--- config.mk ---
export PLATFORM = sky130hd
export DESIGN_NAME = moving_avg_filter_mc
export DESIGN_NICKNAME = d
export VERILOG_FILES = /design/src/rtl/moving_avg_filter_mc.sv
export SDC_FILE = /design/constraint.sdc
export NUM_CORES = 1
export LEC_CHECK = 0
export ABC_CLOCK_PERIOD_IN_PS = 6900
export BUFFER_PORTS_ARGS = -buffer_cell sky130_fd_sc_hd__buf_2
export CORE_UTILIZATION = 46
export DETAILED_ROUTE_END_ITERATION = 7
export GPL_TIMING_DRIVEN = 0
export PLACE_DENSITY = 0.75
export SYNTH_ARGS = -nofsm -noshare
export SYNTH_HDL_FRONTEND = slang
export SYNTH_SLANG_ARGS = --single-unit
export TNS_END_PERCENT = 5
--- constraint.sdc ---
create_clock -name CLOCK_50 -period 6.9 [get_ports CLOCK_50]
set_input_delay 1.725 -clock CLOCK_50 [delete_from_list [all_inputs] [get_ports CLOCK_50]]
set_output_delay 1.725 -clock CLOCK_50 [all_outputs]
set_load 0.03 [all_outputs]
--- src/rtl/moving_avg_filter_mc.sv ---
// Multi-channel boxcar filter: per-channel running sum over the last 2^win_q frames,
// one shared frame-wide history RAM, flush-and-restart whenever the window changes.

module moving_avg_lane #(
  parameter int DATA_W = 24,
  parameter int AW     = 28,
  parameter int WSEL_W = 3
) (
  input  logic              clk,
  input  logic              rst_n,
  input  logic              clr,
  input  logic              acc_en,
  input  logic              byp,
  input  logic [WSEL_W-1:0] win,
  input  logic [DATA_W-1:0] din,
  input  logic [DATA_W-1:0] old,
  output logic [DATA_W-1:0] dout
);
  logic signed [AW-1:0] acc_q, acc_d, acc_new, shr;
  logic signed [AW-1:0] din_x, old_x;
  logic [DATA_W-1:0]    dout_q, dout_d;

  always_comb begin
    din_x   = {{(AW-DATA_W){din[DATA_W-1]}}, din};
    old_x   = {{(AW-DATA_W){old[DATA_W-1]}}, old};
    acc_new = acc_q + din_x - old_x;
    // arithmetic shift floors toward -inf; sum of 2^win samples always fits DATA_W after it
    shr     = acc_new >>> win;
    acc_d   = acc_q;
    dout_d  = dout_q;
    if (clr) begin
      acc_d = '0;
    end else if (acc_en) begin
      acc_d  = acc_new;
      dout_d = byp ? din : DATA_W'(shr);
    end
  end

  always_ff @(posedge clk or negedge rst_n) begin
    if (!rst_n) begin
      acc_q  <= '0;
      dout_q <= '0;
    end else begin
      acc_q  <= acc_d;
      dout_q <= dout_d;
    end
  end

  assign dout = dout_q;
endmodule

module moving_avg_filter_mc #(
  parameter  int DATA_W     = 24,
  parameter  int CH         = 2,
  parameter  int MAX_LOG2_N = 4,
  localparam int WSEL_W     = $clog2(MAX_LOG2_N+1)
) (
  input  logic                 CLOCK_50,
  input  logic                 reset_n,
  input  logic                 in_valid,
  output logic                 in_ready,
  input  logic [CH*DATA_W-1:0] din,
  input  logic [WSEL_W-1:0]    win_log2,
  input  logic                 bypass,
  output logic                 out_valid,
  output logic [CH*DATA_W-1:0] dout,
  output logic                 busy
);
  localparam int NMAX   = 1 << MAX_LOG2_N;
  localparam int ADDR_W = MAX_LOG2_N;
  localparam int AW     = DATA_W + MAX_LOG2_N;
  localparam logic [WSEL_W-1:0] WMAX = WSEL_W'(MAX_LOG2_N);

  typedef enum logic {S_FLUSH, S_RUN} state_e;
  typedef logic [CH-1:0][DATA_W-1:0] frame_t;

  state_e            state_q, state_d;
  logic [ADDR_W-1:0] flush_cnt_q, flush_cnt_d;
  logic [ADDR_W-1:0] p_q, p_d;
  logic [WSEL_W-1:0] win_q, win_d;
  logic              out_valid_q, out_valid_d;

  logic [WSEL_W-1:0] win_clamp;
  logic              accept, clr;
  logic              wr_en;
  logic [ADDR_W-1:0] wr_addr, rd_addr;
  frame_t            wr_data, rd_data, din_f, dout_f;
  frame_t            mem_q [NMAX];

  assign din_f     = din;
  assign win_clamp = (win_log2 > WMAX) ? WMAX : win_log2;
  // oldest sample in the window; for the full window this wraps onto p itself
  assign rd_addr   = p_q - (ADDR_W'(1) << win_q);
  assign rd_data   = mem_q[rd_addr];

  always_comb begin
    state_d     = state_q;
    flush_cnt_d = flush_cnt_q;
    p_d         = p_q;
    win_d       = win_q;
    wr_en       = 1'b0;
    wr_addr     = p_q;
    wr_data     = din_f;
    accept      = 1'b0;
    clr         = 1'b0;
    in_ready    = 1'b0;
    busy        = 1'b0;
    case (state_q)
      S_FLUSH: begin
        busy        = 1'b1;
        clr         = 1'b1;
        wr_en       = 1'b1;
        wr_addr     = flush_cnt_q;
        wr_data     = '0;
        p_d         = '0;
        win_d       = win_clamp;
        flush_cnt_d = flush_cnt_q + 1'b1;
        if (&flush_cnt_q) state_d = S_RUN;
      end
      S_RUN: begin
        in_ready = (win_clamp == win_q);
        if (!in_ready) begin
          state_d     = S_FLUSH;
          flush_cnt_d = '0;
        end else if (in_valid) begin
          accept = 1'b1;
          wr_en  = 1'b1;
          p_d    = p_q + 1'b1;
        end
      end
      default: state_d = S_FLUSH;
    endcase
    out_valid_d = accept;
  end

  always_ff @(posedge CLOCK_50 or negedge reset_n) begin
    if (!reset_n) begin
      state_q     <= S_FLUSH;
      flush_cnt_q <= '0;
      p_q         <= '0;
      win_q       <= '0;
      out_valid_q <= 1'b0;
    end else begin
      state_q     <= state_d;
      flush_cnt_q <= flush_cnt_d;
      p_q         <= p_d;
      win_q       <= win_d;
      out_valid_q <= out_valid_d;
    end
  end

  // history RAM is never reset: the flush sweep zeroes it before first use
  always_ff @(posedge CLOCK_50) begin
    if (wr_en) mem_q[wr_addr] <= wr_data;
  end

  for (genvar g = 0; g < CH; g++) begin : g_lane
    moving_avg_lane #(.DATA_W(DATA_W), .AW(AW), .WSEL_W(WSEL_W)) u_lane (
      .clk   (CLOCK_50),
      .rst_n (reset_n),
      .clr   (clr),
      .acc_en(accept),
      .byp   (bypass),
      .win   (win_q),
      .din   (din_f[g]),
      .old   (rd_data[g]),
      .dout  (dout_f[g])
    );
  end

  assign dout      = dout_f;
  assign out_valid = out_valid_q;
endmodule

After elaboration in Yosys (flattened, before gate mapping)

Memory sizes are Yosys's and may differ from the RTL's.
Index checks and enable logic that the tools add are counted.

Add/sub/neg operators: 7
Magnitude comparators: 1
Equal/unequal tests: 5
Shift-type cells: 3
Muxes and demuxes: 25
Bitwise gates (word level): 1
Reduce and logical (&&, ||, !) cells: 3

Operators by type and width:

| kind                                             | count |
|---|---|
| two-way mux 28 bit                               | 4 |
| adder 28 x 24 -> 28 bit                          | 2 |
| >>> shifter 28 x 3 -> 24 bit                     | 2 |
| subtractor 28 x 24 -> 28 bit                     | 2 |
| two-way mux 24 bit                               | 2 |
| two-way mux 48 bit                               | 1 |
| two-way mux 4 bit                                | 4 |
| one-hot mux 4 bit (2 select lines)               | 2 |
| two-way mux 1 bit                                | 9 |
| adder 4 x 1 -> 4 bit (second input constant)     | 2 |
| != test 2 x 1 -> 1 bit (second input constant)   | 2 |
| != test 2 bit (second input constant)            | 2 |
| one-hot mux 1 bit (2 select lines)               | 2 |
| AND reduction 2 bit                              | 2 |
| AND reduction 4 bit                              | 1 |
| left shift 1 x 3 -> 4 bit (first input constant) | 1 |
| subtractor 4 bit                                 | 1 |
| equality test 3 bit                              | 1 |
| > comparator 3 bit (second input constant)       | 1 |
| two-way mux 3 bit                                | 1 |
| inverter 1 bit                                   | 1 |

Bits in registers: 117
Bits in writable memories: 768
Input port bits: 55
Word-level logic and storage cells: 55
Memories kept: 1

Memories:

| memory | depth | bits a word | read ports | clocked after Yosys merged registers in | wr ports | line | source |
|---|---|---|---|---|---|---|---|
| mem_q  | 16    | 48          | 1          | 0                                       | 1        | 88   | `frame_t mem_q [NMAX];` |

Longest topological paths before layout

Word-level depth: 7
Depth in mapped cells: 27

Modules after synthesis

From an unflattened synthesis, not the netlist that was laid out.

Cell total of the unflattened synthesis: 2854
Area total of the unflattened synthesis: 41875.2 sq um

By module, submodules not included:

| module               | times used | cells each | area each (sq um) | seq. area each (sq um) |
|---|---|---|---|---|
| moving_avg_filter_mc | 1          | 1510       | 30777.0           | 23387.4 |
| moving_avg_lane      | 2          | 672        | 5549.1            | 1301.2 |

Worst setup path after synthesis

No wires, ideal clock.

Path kind: register to register
Start point: register win_q[1]
End point: register g_lane[1].u_lane.dout_q[17]
Setup time: 128 ps
Arrival: 6706 ps
Data required time: 6772 ps
Path slack: 66 ps
Cell stages (with the launch flop): 26
Path buffers: 7
Path through: dfrtp_1 buf_2 inv_2 buf_1 clkbuf_1 buf_1 nand2_1 fa_1 clkbuf_1 clkbuf_1 buf_1 mux4_2 nand2_1 a31oi_1 fa_1 inv_1 ha_1 o211ai_1 o211ai_1 nand3_1 a2111oi_2 nor2_1 xnor2_1 mux4_2 a221oi_1 o21ai_1

Longest elaborated chain between the ends: 6
Elaborated cells on any way between the ends: 10
Classes of those cells: 2 x add/sub; 1 x eq/ne; 2 x shift; 3 x mux; 1 x reduce/logical; 1 x memory

Ends and longest elaborated chain:

| what                         | line | source |
|---|---|---|
| start, declared              | 80   | `logic [WSEL_W-1:0] win_q, win_d;` |
| start signal, assigned       | 147  | `win_q <= win_d;` |
| left shift 1 x 3 -> 4 bit    | 93   | `assign rd_addr = p_q - (ADDR_W'(1) << win_q);` |
| subtractor 4 bit             | 93   |  |
| memory (16 x 48 bit)         | --   |  |
| subtractor 28 x 24 -> 28 bit | 26   | `acc_new = acc_q + din_x - old_x;` |
| >>> shifter 28 x 3 -> 24 bit | 28   | `shr = acc_new >>> win;` |
| two-way mux 24 bit           | 35   | `dout_d = byp ? din : DATA_W'(shr);` |
| end signal, assigned         | 45   | `dout_q <= dout_d;` |
| end, declared                | 21   | `logic [DATA_W-1:0] dout_q, dout_d;` |

Several ways; a longest one is shown, not always the timed one.
A chain may end at the register's enable or synchronous reset.

Worst setup path in the final report

Start point: register win_q[1]
End point: register g_lane[0].u_lane.dout_q[18]

Longest elaborated chain between the ends: 6
Elaborated cells on any way between the ends: 10
Classes of those cells: 2 x add/sub; 1 x eq/ne; 2 x shift; 3 x mux; 1 x reduce/logical; 1 x memory

Ends and longest elaborated chain:

| what                         | line |
|---|---|
| left shift 1 x 3 -> 4 bit    | 93 |
| subtractor 4 bit             | 93 |
| memory (16 x 48 bit)         | -- |
| subtractor 28 x 24 -> 28 bit | 26 |
| >>> shifter 28 x 3 -> 24 bit | 28 |
| two-way mux 24 bit           | 35 |
| end signal, assigned         | 45 |
| end, declared                | 21 |

Several ways; a longest one is shown, not always the timed one.

==> out/metrics.cfg <==
[timing]
max_freq_mhz=146
fin_hold_ws_ns=0.476
slew_headroom=0.122
maxSlewViolCount=0
final-hold-violation-count=0
period_needed_ns=6.86
tightest_slew_ns=1.32
timing.final.crit_share=0.994
fin_skew_ns=0.0319
rsz0062_at_grt=yes
finalSetupViolCount=0

[routing]
remaining_drc_errors=0
first_iter_violations=4089
routed_wl_mm=129
vias=27439
routedWlPerCell_um=30.1
drt-pass1-iter-count=6
drtAntennaViolNets=0
vias_per_cell=6.41

[yosys]
async_flop_share=0.132
synth_warnings=0
ys_ff_latch=885
ys.flop_type=edfxtp_1
synth_cell_types=83
ys_seq_area_frac=0.634
synth.cell_area_um2=41000
synth-edff-count=768
synth_area_per_cell_um2=14.6
synth_cells=2800
synth_nets=2973

[clocking]
clock_latency_ns=0.67
cts_tree=yes
hold_buffers=0
clockBufferDepth=3
path_clk_slew_ns=0.07
clock-sinks=885
h-tree-depth=3
numCtsBuffers=86
root_buffer=clkbuf_16

[placed_design]
portBuffers=105
gp_congestion=0.986
dpl_cell_area_um2=43800
dpl.cell_count=4101
hpwl_mm=85.3

[pwr]
swShare=0.434
total_power_w=0.0252
p_int_w=0.0143
clockPowerShare=0.183
p_seq_frac=0.294
peakVddDrop_uv=464
share_comb_of_total_power=0.523
p_per_area_nw_per_um2=532
p_leak_nw=17.0
switchingPower_w=0.0109

[global_routing]
track_usage=0.282
antenna_found_initial=12
grt_max_degree=89
grt_pass1_vias=27113
globalRoute.totalOverflow=0
grt_pass1_wl_mm=184

[setup_path]
timing.rr.start=win_q[1]$_DFFE_PN0N_
crit_type=flop to flop
start_kind=flop
reg2reg_slack_ns=0.04
critPathCapture=g_lane[0].u_lane.dout[18]$_DFFE_PN0P_
required_ns=7.41
critPathCaptureType=flop
critical_path.max_fanout=10
crit_arrival_ns=7.38
crit_path_start=win_q[1]$_DFFE_PN0N_
worstRegToRegCells=25
r2r-end=g_lane[0].u_lane.dout[18]$_DFFE_PN0P_

[die]
dieHeight_um=301
rows=109
ioPinCount=106
core_area_um2=88400
dieArea_um2=90300
initial_utilization=0.464
dieWidth_um=301

[cells_and_area]
final_common_cell=edfxtp_1
nFillCells=6865
drive_gt1_frac=0.224
finalInstanceArea_um2=47500
layout.nets=3209
final_cell_mix=edfxtp_1 (768), nand2_1 (369), mux4_2 (205)
final_cells=4283
synthToLayoutAreaGrowth_pct=15.7

[job]
max_cap_violations=0

[hold_path]
hp-class=flop to flop

[outcome]
status=finished, final reports clean

## metal layers
layer	wire, µm	GRT usage	up-vias
met5	9	0	-
met4	6070	0.128	2
met3	15900	0.0731	432
met2	60700	0.452	2132
met1	46100	0.361	13705
li1	-	-	11168
## worst max-delay path: stages, from the launching register on
cell and delay (ns):
dfrtp_1 0.35, clkbuf_4 0.23, inv_8 0.11, buf_6 0.17, clkbuf_8 0.22, buf_8 0.19, nand2_2 0.11, fa_2 0.71
clkbuf_16 0.22, clkbuf_2 0.28, mux4_2 0.35, nand2_1 0.09, nand2_1 0.09, o21ai_1 0.41, fa_1 0.51, ha_1 0.37
a211oi_2 0.30, o211ai_1 0.11, buf_4 0.17, a211oi_2 0.32, o31ai_2 0.13, a211oi_2 0.25, xnor2_2 0.18, a22o_1 0.26
a2111oi_0 0.44, a311oi_1 0.09
## power by group through the flow
stage	clock network [W]	registers [W]	logic, W
floorplan	0	0.00764	0.00788
global placement	0	0.00757	0.0116
detailed placement	0	0.00747	0.0120
CTS	0.00463	0.00740	0.0125
global route	0.00481	0.00747	0.0140
finish	0.00462	0.00741	0.0132
## Yosys cell counts (4+ instances only)
master | n | share of area
a221oi_1 | 8 | 0.0017
or3_1 | 23 | 0.0035
nand4_1 | 11 | 0.0017
o21bai_1 | 4 | 0.00073
fa_1 | 55 | 0.027
o21a_1 | 9 | 0.0016
and2_1 | 65 | 0.0099
ha_1 | 63 | 0.019
o211ai_1 | 17 | 0.0031
nor2_1 | 142 | 0.013
a211oi_1 | 44 | 0.0081
nor3_1 | 29 | 0.0035
o21ai_1 | 12 | 0.0015
a211oi_2 | 6 | 0.0018
o211a_1 | 5 | 0.0012
xnor2_1 | 38 | 0.0081
nand3_1 | 56 | 0.0068
mux2_2 | 17 | 0.0047
o221ai_1 | 4 | 0.00085
a21oi_2 | 4 | 0.00085
nor3b_1 | 4 | 0.00073
nor2b_1 | 9 | 0.0014
a32oi_1 | 4 | 0.00085
a21oi_1 | 160 | 0.020
nand2b_1 | 4 | 0.00061
mux4_2 | 205 | 0.11
and3_1 | 17 | 0.0026
mux2i_1 | 42 | 0.010
nand2_1 | 371 | 0.034
a211o_1 | 5 | 0.0011
buf_2 | 23 | 0.0028
inv_1 | 77 | 0.0070
edfxtp_1 | 768 | 0.56
clkbuf_1 | 101 | 0.0092
dfrtp_1 | 117 | 0.071
a21o_1 | 14 | 0.0026
o31ai_1 | 4 | 0.00073
o21ai_0 | 114 | 0.014
a21boi_0 | 5 | 0.00092
buf_1 | 36 | 0.0033
xor2_1 | 24 | 0.0051
a31oi_1 | 23 | 0.0035
## cell families (layout without fill, tap and decap cells)
| kind of cell | count (synthesis) | in the layout | share of synthesized area |
|---|---|---|---|
| buffers and inverters | 240 | 549 | 0.0227 |
| xor gates and xnor gates | 63 | 63 | 0.0136 |
| AOI/OAI and AO/OA | 488 | 488 | 0.0759 |
| adders and majority gates | 118 | 118 | 0.0461 |
| and+or+nand+nor | 742 | 742 | 0.0802 |
| muxes | 264 | 264 | 0.128 |
| DFF | 885 | 885 | 0.634 |
| other | 0 | 9 | 0 |
## what timing repair did
action,4_1_cts,5_1_grt
endpoints found under the hold margin,0,0
cloned,0,1
resized for setup,198,102
endpoints found under the setup margin,104,48
pin swaps,6,10
buffers inserted,6,7
## stage by stage
step                setup TNS (ns)  worst slack, ns   util
detailed placement         -271.71            -3.50  0.496
CTS                              0         0.000813  0.533
global route                -0.174          -0.0599  0.537
finish                           0           0.0380  0.537
floorplan                        0           0.0658      -
global placement           -887.59            -3.50  0.486
## registers in the layout, summed over array words and instances, names as in the netlist
signal	count
mem_q	768
g_lane.u_lane.acc_q	56
g_lane.u_lane.dout	48
flush_cnt_q	4
p_q	4
win_q	3
out_valid	1
state_q	1
## final cells by class
cell class                      count  area, µm²  area share
Antenna cell                        9       22.5    0.000475
Buffer                            160        928      0.0196
Clock buffer                      101       2240      0.0472
Clock inverter                     60        514      0.0108
Inverter                           78        304     0.00641
Multi-Input combinational cell   1675      14700       0.309
Sequential cell                   885      26000       0.548
Tap cell                         1165       1460      0.0307
Timing Repair Buffer              150       1340      0.0282
## worst min-delay path by stage
stage | startpoint | cells past startpoint | to
3_3_place_gp | g_lane[0].u_lane.dout[3]$_DFFE_PN0P_ | 2 | g_lane[0].u_lane.dout[3]$_DFFE_PN0P_
4_1_cts | g_lane[1].u_lane.dout[3]$_DFFE_PN0P_ | 2 | g_lane[1].u_lane.dout[3]$_DFFE_PN0P_
5_1_grt | g_lane[1].u_lane.dout[2]$_DFFE_PN0P_ | 2 | g_lane[1].u_lane.dout[2]$_DFFE_PN0P_
6_report | g_lane[1].u_lane.dout[2]$_DFFE_PN0P_ | 2 | g_lane[1].u_lane.dout[2]$_DFFE_PN0P_
2_1_floorplan | g_lane[0].u_lane.acc_q[3]$_DFFE_PN0P_ | 2 | g_lane[0].u_lane.acc_q[3]$_DFFE_PN0P_
3_5_place_dp | g_lane[1].u_lane.dout[3]$_DFFE_PN0P_ | 2 | g_lane[1].u_lane.dout[3]$_DFFE_PN0P_
No activity file was read; power rests on OpenSTA's default activity.
